[src/rtl/program_memory_loader_pkg.sv]
`default_nettype none
// ============================================================================
//  Module      : program_memory_loader_pkg
//  Description : Shared constants for the program memory loader: FSM state
//                encoding, stream length field width and the default
//                instruction-store base address (also used by the fetch/PC
//                reset logic).
//  Revision    : 1.0 - initial release
// ============================================================================
package program_memory_loader_pkg;

    // Width of the big-endian word-count header at the start of the stream.
    localparam int LEN_WIDTH   = 16;
    localparam int STATE_WIDTH = 3;

    localparam logic [STATE_WIDTH-1:0] c_st_idle   = 3'd0;
    localparam logic [STATE_WIDTH-1:0] c_st_len_hi = 3'd1;
    localparam logic [STATE_WIDTH-1:0] c_st_len_lo = 3'd2;
    localparam logic [STATE_WIDTH-1:0] c_st_data   = 3'd3;
    localparam logic [STATE_WIDTH-1:0] c_st_write  = 3'd4;
    localparam logic [STATE_WIDTH-1:0] c_st_done   = 3'd5;
    localparam logic [STATE_WIDTH-1:0] c_st_error  = 3'd6;

    // Byte address of instruction word 0.
    localparam logic [31:0] DEFAULT_BASE_ADDRESS = 32'h0040_0000;

endpackage
`default_nettype wire

[src/rtl/program_memory_loader_if.sv]
`default_nettype none
// ============================================================================
//  Module      : program_memory_loader_if
//  Description : Byte-stream input and program-memory write port of the
//                loader, bundled as one interface.
//  Ports       : ByteData/ByteValid  - stream byte and its qualifier
//                ByteReady           - loader accepts the byte this cycle
//                WriteEnable         - one-cycle write strobe
//                WriteAddress        - byte address of the write (aligned)
//                WriteData           - assembled 32-bit instruction
//  Modports    : master - the loader; slave - byte source + memory side
//  Revision    : 1.0 - initial release
// ============================================================================
interface program_memory_loader_if #(
    parameter int DATA_WIDTH = 32
);
    import program_memory_loader_pkg::*;

    logic [7:0]            ByteData;
    logic                  ByteValid;
    logic                  ByteReady;
    logic                  WriteEnable;
    logic [DATA_WIDTH-1:0] WriteAddress;
    logic [DATA_WIDTH-1:0] WriteData;

    modport master (
        input  ByteData,
        input  ByteValid,
        output ByteReady,
        output WriteEnable,
        output WriteAddress,
        output WriteData
    );

    modport slave (
        output ByteData,
        output ByteValid,
        input  ByteReady,
        input  WriteEnable,
        input  WriteAddress,
        input  WriteData
    );

endinterface
`default_nettype wire

[src/rtl/program_memory_loader_word_assembler.sv]
`default_nettype none
// ============================================================================
//  Module      : program_memory_loader_word_assembler
//  Description : Shifts incoming stream bytes MSB-first into a 32-bit word
//                and flags the cycle in which the 4th byte is taken.
//  Ports       : clk, reset      - clock, synchronous active-high reset
//                i_clear         - restart the byte count (new payload)
//                i_shift_en      - a byte transfer occurs this cycle
//                i_byte          - the byte being transferred
//                o_word          - assembly register contents
//                o_word_ready    - this transfer completes a word
//  Revision    : 1.0 - initial release
// ============================================================================
module program_memory_loader_word_assembler
    import program_memory_loader_pkg::*;
#(
    parameter int DATA_WIDTH = 32
) (
    input  wire                   clk,
    input  wire                   reset,
    input  wire                   i_clear,
    input  wire                   i_shift_en,
    input  wire  [7:0]            i_byte,
    output logic [DATA_WIDTH-1:0] o_word,
    output logic                  o_word_ready
);

    logic [DATA_WIDTH-1:0] r_word;
    logic [1:0]            r_count;

    always_ff @(posedge clk) begin
        if (reset) begin
            r_word  <= '0;
            r_count <= 2'd0;
        end else if (i_clear) begin
            r_count <= 2'd0;
        end else if (i_shift_en) begin
            r_word  <= {r_word[DATA_WIDTH-9:0], i_byte};
            // Two-bit counter wraps naturally after the 4th byte.
            r_count <= r_count + 2'd1;
        end
    end

    assign o_word       = r_word;
    assign o_word_ready = i_shift_en && (r_count == 2'd3);

endmodule
`default_nettype wire

[src/rtl/program_memory_loader.sv]
`default_nettype none
// ============================================================================
//  Module      : program_memory_loader
//  Description : Writer side of the instruction store. Parses a byte stream
//                {LenHi, LenLo, N*4 instruction bytes, big-endian} and writes
//                each assembled word to program memory at
//                BASE_ADDRESS + 4*index, holding the core in reset meanwhile.
//  Ports       : clk, reset   - clock, synchronous active-high reset
//                Start        - pulse to begin a load (ignored while Busy)
//                bus          - byte stream in / memory write port out
//                Busy         - load in progress
//                CpuHold      - core reset hold, same as Busy
//                Done         - last load completed
//                Error        - last load rejected (N > MEMORY_DEPTH)
//                WordsLoaded  - words written by the current/last load
//  Revision    : 1.0 - initial release
// ============================================================================
module program_memory_loader
    import program_memory_loader_pkg::*;
#(
    parameter int                    MEMORY_DEPTH = 32,
    parameter int                    DATA_WIDTH   = 32,
    parameter logic [DATA_WIDTH-1:0] BASE_ADDRESS = DEFAULT_BASE_ADDRESS
) (
    input  wire                    clk,
    input  wire                    reset,
    input  wire                    Start,
    program_memory_loader_if.master bus,
    output logic                   Busy,
    output logic                   CpuHold,
    output logic                   Done,
    output logic                   Error,
    output logic [LEN_WIDTH-1:0]   WordsLoaded
);

    localparam logic [LEN_WIDTH:0]   c_depth = (LEN_WIDTH+1)'(MEMORY_DEPTH);
    localparam logic [LEN_WIDTH-1:0] c_one   = LEN_WIDTH'(1);
    localparam int                   c_pad   = DATA_WIDTH - LEN_WIDTH - 2;

    logic [STATE_WIDTH-1:0] r_state;
    logic [LEN_WIDTH-1:0]   r_len;
    logic [LEN_WIDTH-1:0]   r_index;
    logic [LEN_WIDTH-1:0]   r_words_loaded;
    logic [DATA_WIDTH-1:0]  r_write_address;

    logic                   w_byte_ready;
    logic                   w_xfer;
    logic                   w_asm_clear;
    logic                   w_asm_shift;
    logic                   w_word_ready;
    logic [DATA_WIDTH-1:0]  w_word;
    logic [LEN_WIDTH-1:0]   w_len_full;
    logic [LEN_WIDTH-1:0]   w_index_next;
    logic [DATA_WIDTH-1:0]  w_addr_of_index;

    assign w_byte_ready = (r_state == c_st_len_hi) ||
                          (r_state == c_st_len_lo) ||
                          (r_state == c_st_data);
    assign w_xfer       = bus.ByteValid && w_byte_ready;
    assign w_asm_clear  = (r_state == c_st_len_lo) && w_xfer;
    assign w_asm_shift  = (r_state == c_st_data) && w_xfer;

    // Full count as it will be once the low byte is latched this cycle.
    assign w_len_full      = {r_len[LEN_WIDTH-1:8], bus.ByteData};
    assign w_index_next    = r_index + c_one;
    assign w_addr_of_index = BASE_ADDRESS + {{c_pad{1'b0}}, r_index, 2'b00};

    program_memory_loader_word_assembler #(
        .DATA_WIDTH (DATA_WIDTH)
    ) u_word_assembler (
        .clk          (clk),
        .reset        (reset),
        .i_clear      (w_asm_clear),
        .i_shift_en   (w_asm_shift),
        .i_byte       (bus.ByteData),
        .o_word       (w_word),
        .o_word_ready (w_word_ready)
    );

    always_ff @(posedge clk) begin
        if (reset) begin
            r_state         <= c_st_idle;
            r_len           <= '0;
            r_index         <= '0;
            r_words_loaded  <= '0;
            r_write_address <= BASE_ADDRESS;
        end else begin
            case (r_state)
                c_st_idle, c_st_done, c_st_error: begin
                    if (Start) begin
                        r_state        <= c_st_len_hi;
                        r_words_loaded <= '0;
                    end
                end
                c_st_len_hi: begin
                    if (w_xfer) begin
                        r_len[LEN_WIDTH-1:8] <= bus.ByteData;
                        r_state              <= c_st_len_lo;
                    end
                end
                c_st_len_lo: begin
                    if (w_xfer) begin
                        r_len <= w_len_full;
                        if (w_len_full == '0) begin
                            r_state <= c_st_done;
                        end else if ({1'b0, w_len_full} > c_depth) begin
                            r_state <= c_st_error;
                        end else begin
                            r_state <= c_st_data;
                            r_index <= '0;
                        end
                    end
                end
                c_st_data: begin
                    if (w_word_ready) begin
                        r_state         <= c_st_write;
                        // Address is captured here so it is stable for the
                        // whole strobe cycle.
                        r_write_address <= w_addr_of_index;
                    end
                end
                c_st_write: begin
                    r_index        <= w_index_next;
                    r_words_loaded <= r_words_loaded + c_one;
                    r_state        <= (w_index_next == r_len) ? c_st_done : c_st_data;
                end
                default: begin
                    r_state <= c_st_idle;
                end
            endcase
        end
    end

    // All status outputs are pure decodes of the state register.
    assign bus.ByteReady    = w_byte_ready;
    assign bus.WriteEnable  = (r_state == c_st_write);
    assign bus.WriteAddress = r_write_address;
    assign bus.WriteData    = w_word;
    assign Busy             = w_byte_ready || (r_state == c_st_write);
    assign CpuHold          = Busy;
    assign Done             = (r_state == c_st_done);
    assign Error            = (r_state == c_st_error);
    assign WordsLoaded      = r_words_loaded;

endmodule
`default_nettype wire

[src/flat_wrapper.sv]
// flat-port wrapper written by rule: the top's interface ports become plain ports
module program_memory_loader_flat import program_memory_loader_pkg::*;
#(
    parameter int                    MEMORY_DEPTH = 32,
    parameter int                    DATA_WIDTH   = 32,
    parameter logic [DATA_WIDTH-1:0] BASE_ADDRESS = DEFAULT_BASE_ADDRESS
)
  (clk, reset, Start, Busy, CpuHold, Done, Error, WordsLoaded, bus_ByteData, bus_ByteValid, bus_ByteReady, bus_WriteEnable, bus_WriteAddress, bus_WriteData);
  program_memory_loader_if #(.DATA_WIDTH(DATA_WIDTH)) bus_i ();
  input  wire clk;
  input  wire reset;
  input  wire Start;
  output logic Busy;
  output logic CpuHold;
  output logic Done;
  output logic Error;
  output logic [LEN_WIDTH-1:0] WordsLoaded;
  input wire logic [$bits(bus_i.ByteData)-1:0] bus_ByteData;
  input wire logic [$bits(bus_i.ByteValid)-1:0] bus_ByteValid;
  output wire logic [$bits(bus_i.ByteReady)-1:0] bus_ByteReady;
  output wire logic [$bits(bus_i.WriteEnable)-1:0] bus_WriteEnable;
  output wire logic [$bits(bus_i.WriteAddress)-1:0] bus_WriteAddress;
  output wire logic [$bits(bus_i.WriteData)-1:0] bus_WriteData;
  assign bus_i.ByteData = bus_ByteData;
  assign bus_i.ByteValid = bus_ByteValid;
  assign bus_ByteReady = bus_i.ByteReady;
  assign bus_WriteEnable = bus_i.WriteEnable;
  assign bus_WriteAddress = bus_i.WriteAddress;
  assign bus_WriteData = bus_i.WriteData;
  program_memory_loader #(.MEMORY_DEPTH(MEMORY_DEPTH), .DATA_WIDTH(DATA_WIDTH), .BASE_ADDRESS(BASE_ADDRESS)) u_core (.clk(clk), .reset(reset), .Start(Start), .bus(bus_i), .Busy(Busy), .CpuHold(CpuHold), .Done(Done), .Error(Error), .WordsLoaded(WordsLoaded));
endmodule
[config.mk]
export PLATFORM = sky130hd
export DESIGN_NAME = program_memory_loader_flat
export DESIGN_NICKNAME = d
export VERILOG_FILES = /design/src/rtl/program_memory_loader_pkg.sv /design/src/rtl/program_memory_loader_if.sv /design/src/rtl/program_memory_loader_word_assembler.sv /design/src/rtl/program_memory_loader.sv /design/src/flat_wrapper.sv
export SDC_FILE = /design/constraint.sdc
export NUM_CORES = 1
export LEC_CHECK = 0
export CAP_MARGIN = 20
export CORE_ASPECT_RATIO = 0.6
export CORE_UTILIZATION = 47
export CTS_CLUSTER_DIAMETER = 80
export DETAILED_ROUTE_END_ITERATION = 10
export GPL_ROUTABILITY_DRIVEN = 0
export PLACE_DENSITY = 0.77
export SLEW_MARGIN = 30
export SYNTH_ARGS = -nofsm -noshare
export SYNTH_HDL_FRONTEND = slang
export SYNTH_SLANG_ARGS = --single-unit
export TNS_END_PERCENT = 5
[constraint.sdc]
create_clock -name clk -period 2.39 [get_ports clk]
set_input_delay 0.478 -clock clk [delete_from_list [all_inputs] [get_ports clk]]
set_output_delay 0.478 -clock clk [all_outputs]
set_load 0.05 [all_outputs]
==> out/results.env, run 1 <==
SETUP-VIOLATIONS-FINAL=0
DRV_SLEW=0
DRIVE_GT1_FRAC=0.137
CPPEAKSTAGEDELAY_NS=0.56
SYNTH_EDF_COUNT=0
REG2REGPATHDEPTH=8
OUTCOME='finished, final reports clean'
CTSROOTBUFFERMASTER='sky130_fd_sc_hd__clkbuf_16'
DRT-WIRELENGTH-PER-CELL_UM=15.6
WORSTSETUPENDPOINTTYPE='register'
TIMING.HOLD.WORST_PATH_DEPTH=2
CORE-AREA_UM2=9910
MAX_SLEW_MARGIN=0.614
CTS_NUM_SINKS=101
WORST_PIN_SLEW_NS=0.578
DP_HPWL_UM=9200
ARRIVAL_NS=2.58
SYNTHESIZED_INSTANCE_COUNT=627
SEQUENTIAL_STANDARD_CELL_AREA_UM2=2020
GR-TOTAL-OVERFLOW=0
FIRST_GLOBAL_VIAS=4276
FIN_SKEW_NS=0.00537
DRT_PRE_ANTENNA_ITERS=4
HOLDBUFCOUNTCTS=0
TRITONCTS.NUM_BUFFERS=9
AVGVIACOUNTPERCELL=5.63
YS_FF_LATCH=101
NUMBER_OF_BUFFERS_ADDED_ON_PORTS=81
GLOBAL_ROUTE_WIRE_LENGTH_BEFORE_REPAIR_UM=21400
MULTI_INPUT_COMBINATIONAL_CELL_AREA_UM2=2640
ROUTED-VIA-COUNT=4833
FP.DIEAREA_UM2=10700
SYNTH.CELL_AREA_UM2=4840
REG2REG_TO='u_core.r_state[1]$_SDFFE_PP0P_'
YOSYSWARNINGS=0
GRT_SETUP_UNREPAIRED='false'
POST_SYNTH_NUM_CELL_TYPES=54
FINAL.MIN_CLOCK_PERIOD_NS=2.32
FINALHOLDVIOLCOUNT=0
WORSTPATHMAXFANOUT=7
SYNTH_ASYNC_SR_FLOP_SHARE=0
PLACED_AREA_UM2=5930
POST-ROUTE-DRC-COUNT=0
PATH_CLASS='primary input to register'
CTS_TREE='built'
DETAIL_ROUTE.ITER0.VIOLATIONS=374
START_UTIL=0.488
FILLERS=841
TIMING.FMAX_MHz=431
WORST_HOLD_PATH.ENDPOINT='u_core.bus.WriteAddress[6]$_SDFFE_PP0P_'
WORST_HOLD_PATH_TYPE='register to register'
PIN_COUNT=98
GLOBALROUTETOTALUTIL=0.253
CORE.ROWCOUNT=28
TOTAL_LEAKAGE_POWER_nW=2.25
SLOWEST_CELL_ON_CRIT_PATH='sky130_fd_sc_hd__or4_4'
ANTENNA_FOUND_INITIAL=0
DIEWIDTH_UM=133
CELLPOWERDENSITY_nW_PER_UM2=785
DIE_Y_UM=80.6
CTS_HTREE_LEVELS=3
WORSTSKEWPAIRLATENCY_NS=0.35
HOLD_PATH.STARTPOINT='u_core.bus.WriteAddress[6]$_SDFFE_PP0P_'
SYNTH_FF_TYPE='sky130_fd_sc_hd__dfxtp_1'
ANTENNA-DIODE-COUNT=0
PEAKVDDDROP_V=0.00102
LAYOUT_AREA_OVERHEAD_PCT=31.4
CTS.REPORTEDPATHS.CLKPINSLEW_NS=0.07
SYN_AVG_CELL_AREA_UM2=7.72
POST-ROUTE-CELL-AREA_UM2=6360
REQUIRED_NS=2.65
FINISH.NET_COUNT=734
LAYOUT_WORST_PATH_CYCLE_SHARE=0.971
POSTROUTEWIRELENGTH_UM=13400
SYNTH-SEQ-AREA-SHARE=0.418
DRV_CAP=0
MINIMUM_SETUP_SLACK_AMONG_REG_TO_REG_PATHS_NS=0.08
FINALSETUPTNS_NS=0
WORSTREG2REGSTART='u_core.r_index[0]$_SDFFE_PP0P_'
WORSTPATHCELLLIST='clkdlybuf4s15_1, or4_4, or3_1, a311o_1, a21boi_4, buf_12, a211o_1, o41ai_2'
CLOCK_TREE.BUFFER_DEPTH=2
DRTANTENNAVIOLNETS=0
CRIT_PATH_START_KIND='primary input'
GRT_MAX_DEGREE=46
[Yosys cell counts (all sizes together) (2+ instances only)]
master / instances / area share
o211a: 3 / 0.0062
and3: 4 / 0.0052
inv: 5 / 0.0039
a211o: 2 / 0.0036
ha: 3 / 0.0078
nand4: 5 / 0.0065
mux2i: 2 / 0.0041
nor3: 15 / 0.016
nor2: 35 / 0.027
nor4: 7 / 0.012
clkbuf: 40 / 0.031
a311oi: 9 / 0.027
nor3b: 2 / 0.0031
nor2b: 3 / 0.0039
and4: 2 / 0.0036
nand3b: 7 / 0.011
a211oi: 6 / 0.010
dfxtp: 101 / 0.42
nand3: 16 / 0.017
nand2: 150 / 0.12
xor2: 14 / 0.025
o21ai: 22 / 0.023
and2: 3 / 0.0039
buf: 20 / 0.030
o31ai: 2 / 0.0031
conb: 2 / 0.0016
xnor2: 10 / 0.018
or4: 4 / 0.0070
nand2b: 3 / 0.0039
a31oi: 12 / 0.016
a21oi: 95 / 0.098
o21bai: 3 / 0.0047
or3: 7 / 0.0090
[cell usage in the layout, fill, tap and decap left out, types with 3 or more instances in the layout]
master,instances
sky130_fd_sc_hd__a211oi_1,5
sky130_fd_sc_hd__a21oi_1,95
sky130_fd_sc_hd__a311oi_2,8
sky130_fd_sc_hd__a31oi_1,12
sky130_fd_sc_hd__and3_1,4
sky130_fd_sc_hd__buf_12,5
sky130_fd_sc_hd__buf_4,47
sky130_fd_sc_hd__clkbuf_16,9
sky130_fd_sc_hd__clkdlybuf4s50_1,70
sky130_fd_sc_hd__conb_1,16
sky130_fd_sc_hd__dfxtp_1,100
sky130_fd_sc_hd__inv_1,5
sky130_fd_sc_hd__inv_6,4
sky130_fd_sc_hd__nand2_1,148
sky130_fd_sc_hd__nand2b_1,3
sky130_fd_sc_hd__nand3_1,15
sky130_fd_sc_hd__nand3b_1,7
sky130_fd_sc_hd__nand4_1,5
sky130_fd_sc_hd__nor2_1,34
sky130_fd_sc_hd__nor2b_1,3
sky130_fd_sc_hd__nor3_1,14
sky130_fd_sc_hd__nor4_1,3
sky130_fd_sc_hd__nor4_4,3
sky130_fd_sc_hd__o211a_1,3
sky130_fd_sc_hd__o21ai_0,22
sky130_fd_sc_hd__o21bai_1,3
sky130_fd_sc_hd__or3_1,6
sky130_fd_sc_hd__or4_4,3
sky130_fd_sc_hd__xnor2_1,9
sky130_fd_sc_hd__xor2_1,13
[per-layer routing]
metal | global-route usage | up-vias | wire, um
li1 | - | 2322 | -
met1 | 0.350 | 2313 | 6310
met2 | 0.391 | 175 | 5990
met3 | 0.0537 | 23 | 873
met4 | 0.0828 | 0 | 199
met5 | 0 | - | 0
[flip-flops by register name, indices dropped and copies added, names as in the netlist]
register / cells
u_core.u_word_assembler.o_word: 32
u_core.r_len: 16
u_core.r_state: 3
u_core.u_word_assembler.r_count: 2
u_core.r_index: 16
u_core.WordsLoaded: 16
u_core.bus.WriteAddress: 16
[repair_timing]
action	4_1_cts	5_1_grt
gates cloned	1	0
pin swaps	4	5
setup buffers	3	1
endpoints found under the setup margin	13	13
resized for setup	8	13
[worst max-delay path by stage]
| stage | slack [ns] | endpoint | cells past startpoint | start |
|---|---|---|---|---|
| 2_1_floorplan | 0.04 | u_core.r_state[1]$_SDFFE_PP0P_ | 7 | u_core.r_index[1]$_SDFFE_PP0P_ |
| 3_3_place_gp | -0.43 | u_core.r_index[8]$_SDFFE_PP0P_ | 8 | bus_ByteData[1] |
| 3_5_place_dp | -0.50 | u_core.r_index[8]$_SDFFE_PP0P_ | 8 | bus_ByteData[1] |
| 4_1_cts | 0.006 | u_core.r_index[8]$_SDFFE_PP0P_ | 8 | bus_ByteData[3] |
| 5_1_grt | 0.0004 | u_core.r_state[1]$_SDFFE_PP0P_ | 8 | u_core.r_index[1]$_SDFFE_PP0P_ |
| 6_report | 0.07 | u_core.r_index[8]$_SDFFE_PP0P_ | 8 | bus_ByteData[4] |
[worst max-delay path: cells and delay by family]
kind | cells | cell delay (ns)
simple gates | 2 | 0.95
buf+inv | 2 | 0.34
compound gates | 4 | 0.80
[cell families after synthesis]
logic type      after synthesis  synth area share
simple gates                265             0.249
compound gates              164             0.210
flops                       101             0.418
buf+inv                      66            0.0659
xor+xnor                     24            0.0434
fa+ha+maj                     3           0.00776
other cells                   2           0.00155
mux                           2           0.00414
[final cells by class]
cell class | instances | area share
inverter | 6 | 0.00354
multi-input combinational | 474 | 0.415
sequential | 101 | 0.318
clock inverter | 7 | 0.00983
clock buffer | 9 | 0.0354
tap | 135 | 0.0266
timing repair buffer | 127 | 0.192
[per-stage QoR]
step	setup WS [ns]	instances	util	total power [mW]	hold WS (ns)
final	0.0685	859	0.642	4.99	0.454
after global routing	0.000359	859	0.642	5.23	0.481
after CTS	0.00641	858	0.634	4.95	0.458
after detailed placement	-0.503	839	0.598	3.41	0.448
after global placement	-0.434	839	0.598	3.37	0.440
after floorplan	0.0392	641	-	2.97	0.448
[power breakdown]
part           total (mW)  internal (mW)  switching (mW)
combinational        1.72          0.644            1.08
sequential           1.84           1.75          0.0861
clock                1.43          0.731           0.699
(Power assumes the default switching activity.)
==> run 2: changes to the inputs <==
Settings changed: ABC_CLOCK_PERIOD_IN_PS set to 2390, SKIP_CTS_REPAIR_TIMING set to 1.
==> run 2 against run 1 <==
Die area unchanged. Clock skew hardly changed. Worst hold slack barely moved. Setup slack worse by 0.0062 ns. First-iteration DRC count rose by 12%. Routed wire length is 1.3% lower. Flip-flop and latch count unchanged. Final cell count decreased by 0.12%. Combinational power is 4% lower. Register-to-register slack got worse by 0.02 ns. Sequential share of layout area increased by 0.32 points. Largest cell class unchanged. Highest routed layer unchanged.
==> out/results.env, run 2 (same netlist as run 1, synthesis figures left out) <==
REQUIRED_NS=2.63  # -0.02 ns
DRT-WIRELENGTH-PER-CELL_UM=15.4  # -1.2%
DRV_SLEW=0  # unchanged
ANTENNA_FOUND_INITIAL=0  # unchanged
SETUP-VIOLATIONS-FINAL=0  # unchanged
CTSROOTBUFFERMASTER='sky130_fd_sc_hd__clkbuf_16'
POWER.COMBINATIONAL.FRACTION=0.336  # -0.009
LAYOUT.CELLS.MOST_COMMON_LIST='sky130_fd_sc_hd__nand2_1 (148), sky130_fd_sc_hd__dfxtp_1 (101), sky130_fd_sc_hd__a21oi_1 (95)'
TOTAL_LEAKAGE_POWER_nW=2.25  # +0.15%
MINIMUM_SETUP_SLACK_AMONG_REG_TO_REG_PATHS_NS=0.06  # -0.02 ns
CELLPOWERDENSITY_nW_PER_UM2=782  # -0.31%
FINISH.NET_COUNT=733  # -0.14%
SWITCHING_SHARE=0.375  # +0.00115
POST-ROUTE-DRC-COUNT=0  # unchanged
POST-ROUTE-CELL-AREA_UM2=6290  # -1.0%
MULTI_INPUT_COMBINATIONAL_CELL_AREA_UM2=2580  # -2.1%
POWER.NET_SWITCHING_mW=1.85  # -1.0%
DETAIL_ROUTE.ITER0.VIOLATIONS=420  # +12%
LAYOUT_AREA_OVERHEAD_PCT=30.1
NUMBER_OF_FLIP_FLOPS_UNDER_THE_LARGEST_REGISTER_NAME=32  # unchanged
FIN_SKEW_NS=0.00570  # +0.000339 ns
FP.DIEAREA_UM2=10700  # unchanged
ARRIVAL_NS=2.57  # about the same
PEAKVDDDROP_V=0.00102  # +0.18%
POSTROUTEWIRELENGTH_UM=13200  # -1.3%
AVGVIACOUNTPERCELL=5.64  # +0.20%
PATH_CLASS='register to register'
MAX_SLEW_MARGIN=0.619  # +0.00540
WORST_HOLD_PATH_TYPE='register to register'
PLACE.DETAILED.INSTANCES=839  # unchanged
SEQ_POWER_SHARE=0.373  # +0.005
SEQUENTIAL_STANDARD_CELL_AREA_UM2=2020  # about the same
GLOBAL_ROUTE_WIRE_LENGTH_BEFORE_REPAIR_UM=21100  # -1.1%
TIMING.FMAX_MHz=430  # -0.27%
ANTENNA-DIODE-COUNT=0  # unchanged
CTS_TREE='built'
CRIT_PATH_START_KIND='register'
CLOCK_POWER_SHARE=0.291  # +0.005
REG2REGPATHDEPTH=8  # unchanged
CTS_HTREE_LEVELS=3  # unchanged
WORSTREG2REGSTART='u_core.r_index[1]$_SDFFE_PP0P_'
FINALHOLDVIOLCOUNT=0  # unchanged
LAYOUT.CORE_UTILIZATION=0.635  # -0.00669
GRT_SETUP_UNREPAIRED='true'
LAYOUT_WORST_PATH_CYCLE_SHARE=0.974  # +0.00258
PLACED_AREA_UM2=5930  # unchanged
WORST_PIN_SLEW_NS=0.566  # -0.0114 ns
GLOBALROUTETOTALUTIL=0.250  # -0.00335
OUTCOME='finished, final reports clean'
WORSTPATHMAXFANOUT=3  # -4
CTS_NUM_SINKS=101  # unchanged
START_UTIL=0.488  # unchanged
WORSTSKEWPAIRLATENCY_NS=0.35  # about the same
WORST_HOLD_PATH.ENDPOINT='u_core.bus.WriteAddress[6]$_SDFFE_PP0P_'
HOLD_PATH.STARTPOINT='u_core.bus.WriteAddress[6]$_SDFFE_PP0P_'
PIN_COUNT=98  # unchanged
TIMING.HOLD.WORST_PATH_DEPTH=2  # unchanged
CORE-AREA_UM2=9910  # unchanged
FILLERS=850  # +1.1%
FIRST_GLOBAL_VIAS=4273  # -0.070%
DP_HPWL_UM=9200  # unchanged
DRT_PRE_ANTENNA_ITERS=5  # +1
CORE.ROWCOUNT=28  # unchanged
GRT_MAX_DEGREE=46  # unchanged
INTERNAL-POWER_mW=3.08  # -1.5%
DIEWIDTH_UM=133  # unchanged
INSTANCES_NO_FILL=858  # -0.12%
DRV_CAP=0  # unchanged
GR-TOTAL-OVERFLOW=0  # unchanged
CTS.REPORTEDPATHS.CLKPINSLEW_NS=0.07  # about the same
WORSTSETUPENDPOINTTYPE='register'
DRIVE_GT1_FRAC=0.124  # -0.0123
REG2REG_TO='u_core.r_state[1]$_SDFFE_PP0P_'
FINALSETUPTNS_NS=0  # unchanged
NUMBER_OF_BUFFERS_ADDED_ON_PORTS=81  # unchanged
DRTANTENNAVIOLNETS=0  # unchanged
TRITONCTS.NUM_BUFFERS=9  # unchanged
CLOCK_TREE.BUFFER_DEPTH=2  # unchanged
LAYOUT.CELLS.MOST_COMMON='sky130_fd_sc_hd__nand2_1'
ROUTED-VIA-COUNT=4837  # +0.083%
DIE_Y_UM=80.6  # unchanged
TOTALPOWERFINAL_mW=4.93  # -1.4%
FINAL.MIN_CLOCK_PERIOD_NS=2.33  # +0.00618 ns
-- run 2: changes by cell type in the layout (fill, tap and decap cells not counted), moves of 2 or more --
cell,change
sky130_fd_sc_hd__dlymetal6s2s_1,+4
sky130_fd_sc_hd__clkdlybuf4s15_1,-2
sky130_fd_sc_hd__dlygate4sd2_1,-2
sky130_fd_sc_hd__nor4_4,-2
-- run 2: worst max path at each step --
stage / start / end / slack [ns] / cells past startpoint
final: u_core.r_index[1]$_SDFFE_PP0P_ / u_core.r_state[1]$_SDFFE_PP0P_ / 0.06 / 8
after global routing: u_core.r_index[1]$_SDFFE_PP0P_ / u_core.r_state[1]$_SDFFE_PP0P_ / -0.05 / 8
after CTS: bus_ByteData[1] / u_core.r_index[8]$_SDFFE_PP0P_ / -0.12 / 8
after detailed placement: bus_ByteData[1] / u_core.r_index[8]$_SDFFE_PP0P_ / -0.50 / 8
after global placement: bus_ByteData[1] / u_core.r_index[8]$_SDFFE_PP0P_ / -0.43 / 8
after floorplan: u_core.r_index[1]$_SDFFE_PP0P_ / u_core.r_state[1]$_SDFFE_PP0P_ / 0.04 / 7
-- run 2: per-stage QoR --
step                      setup slack, ns  hold WS, ns
after global placement             -0.434        0.440
final                              0.0623        0.454
after detailed placement           -0.503        0.448
after global routing              -0.0527        0.481
after CTS                          -0.115        0.458
after floorplan                    0.0392        0.448
-- run 2: routing by layer --
layer / part of all wire / up-vias / GRT usage
li1: - / 2321 / -
met1: 0.46 / 2293 / 0.345
met2: 0.45 / 205 / 0.387
met3: 0.079 / 18 / 0.0537
met4: 0.011 / 0 / 0.0793
met5: 0 / - / 0
-- run 2: layout make-up --
| type | count | area share |
|---|---|---|
| multi-input combinational | 474 | 0.411 |
| sequential | 101 | 0.321 |
| timing repair buffer | 126 | 0.192 |
| clock buffer | 9 | 0.0358 |
| tap | 135 | 0.0268 |
| clock inverter | 7 | 0.00994 |
| inverter | 6 | 0.00358 |
-- run 2: worst max-delay path, stage by stage (launching register included) --
cell                      delay [ns]
sky130_fd_sc_hd__dfxtp_1        0.35
sky130_fd_sc_hd__ha_1           0.18
sky130_fd_sc_hd__nand3_1        0.13
sky130_fd_sc_hd__or3_4          0.40
sky130_fd_sc_hd__xnor2_1        0.14
sky130_fd_sc_hd__or4_1          0.59
sky130_fd_sc_hd__nor4_2         0.19
sky130_fd_sc_hd__buf_4          0.16
sky130_fd_sc_hd__a31oi_1        0.07
-- run 2: power by group through the flow --
stage	logic (mW)	clock network (mW)	registers, mW
after floorplan	1.09	0	1.88
after detailed placement	1.54	0	1.87
after global placement	1.50	0	1.87
after global routing	1.78	1.53	1.85
final	1.65	1.43	1.84
after CTS	1.55	1.45	1.83
==> run 3: changes to the inputs <==
Settings changed: ABC_CLOCK_PERIOD_IN_PS 2390 to unset.
==> results of run 3 <==
Same layout as run 2: the final DEF is identical, and so are final timing and power.
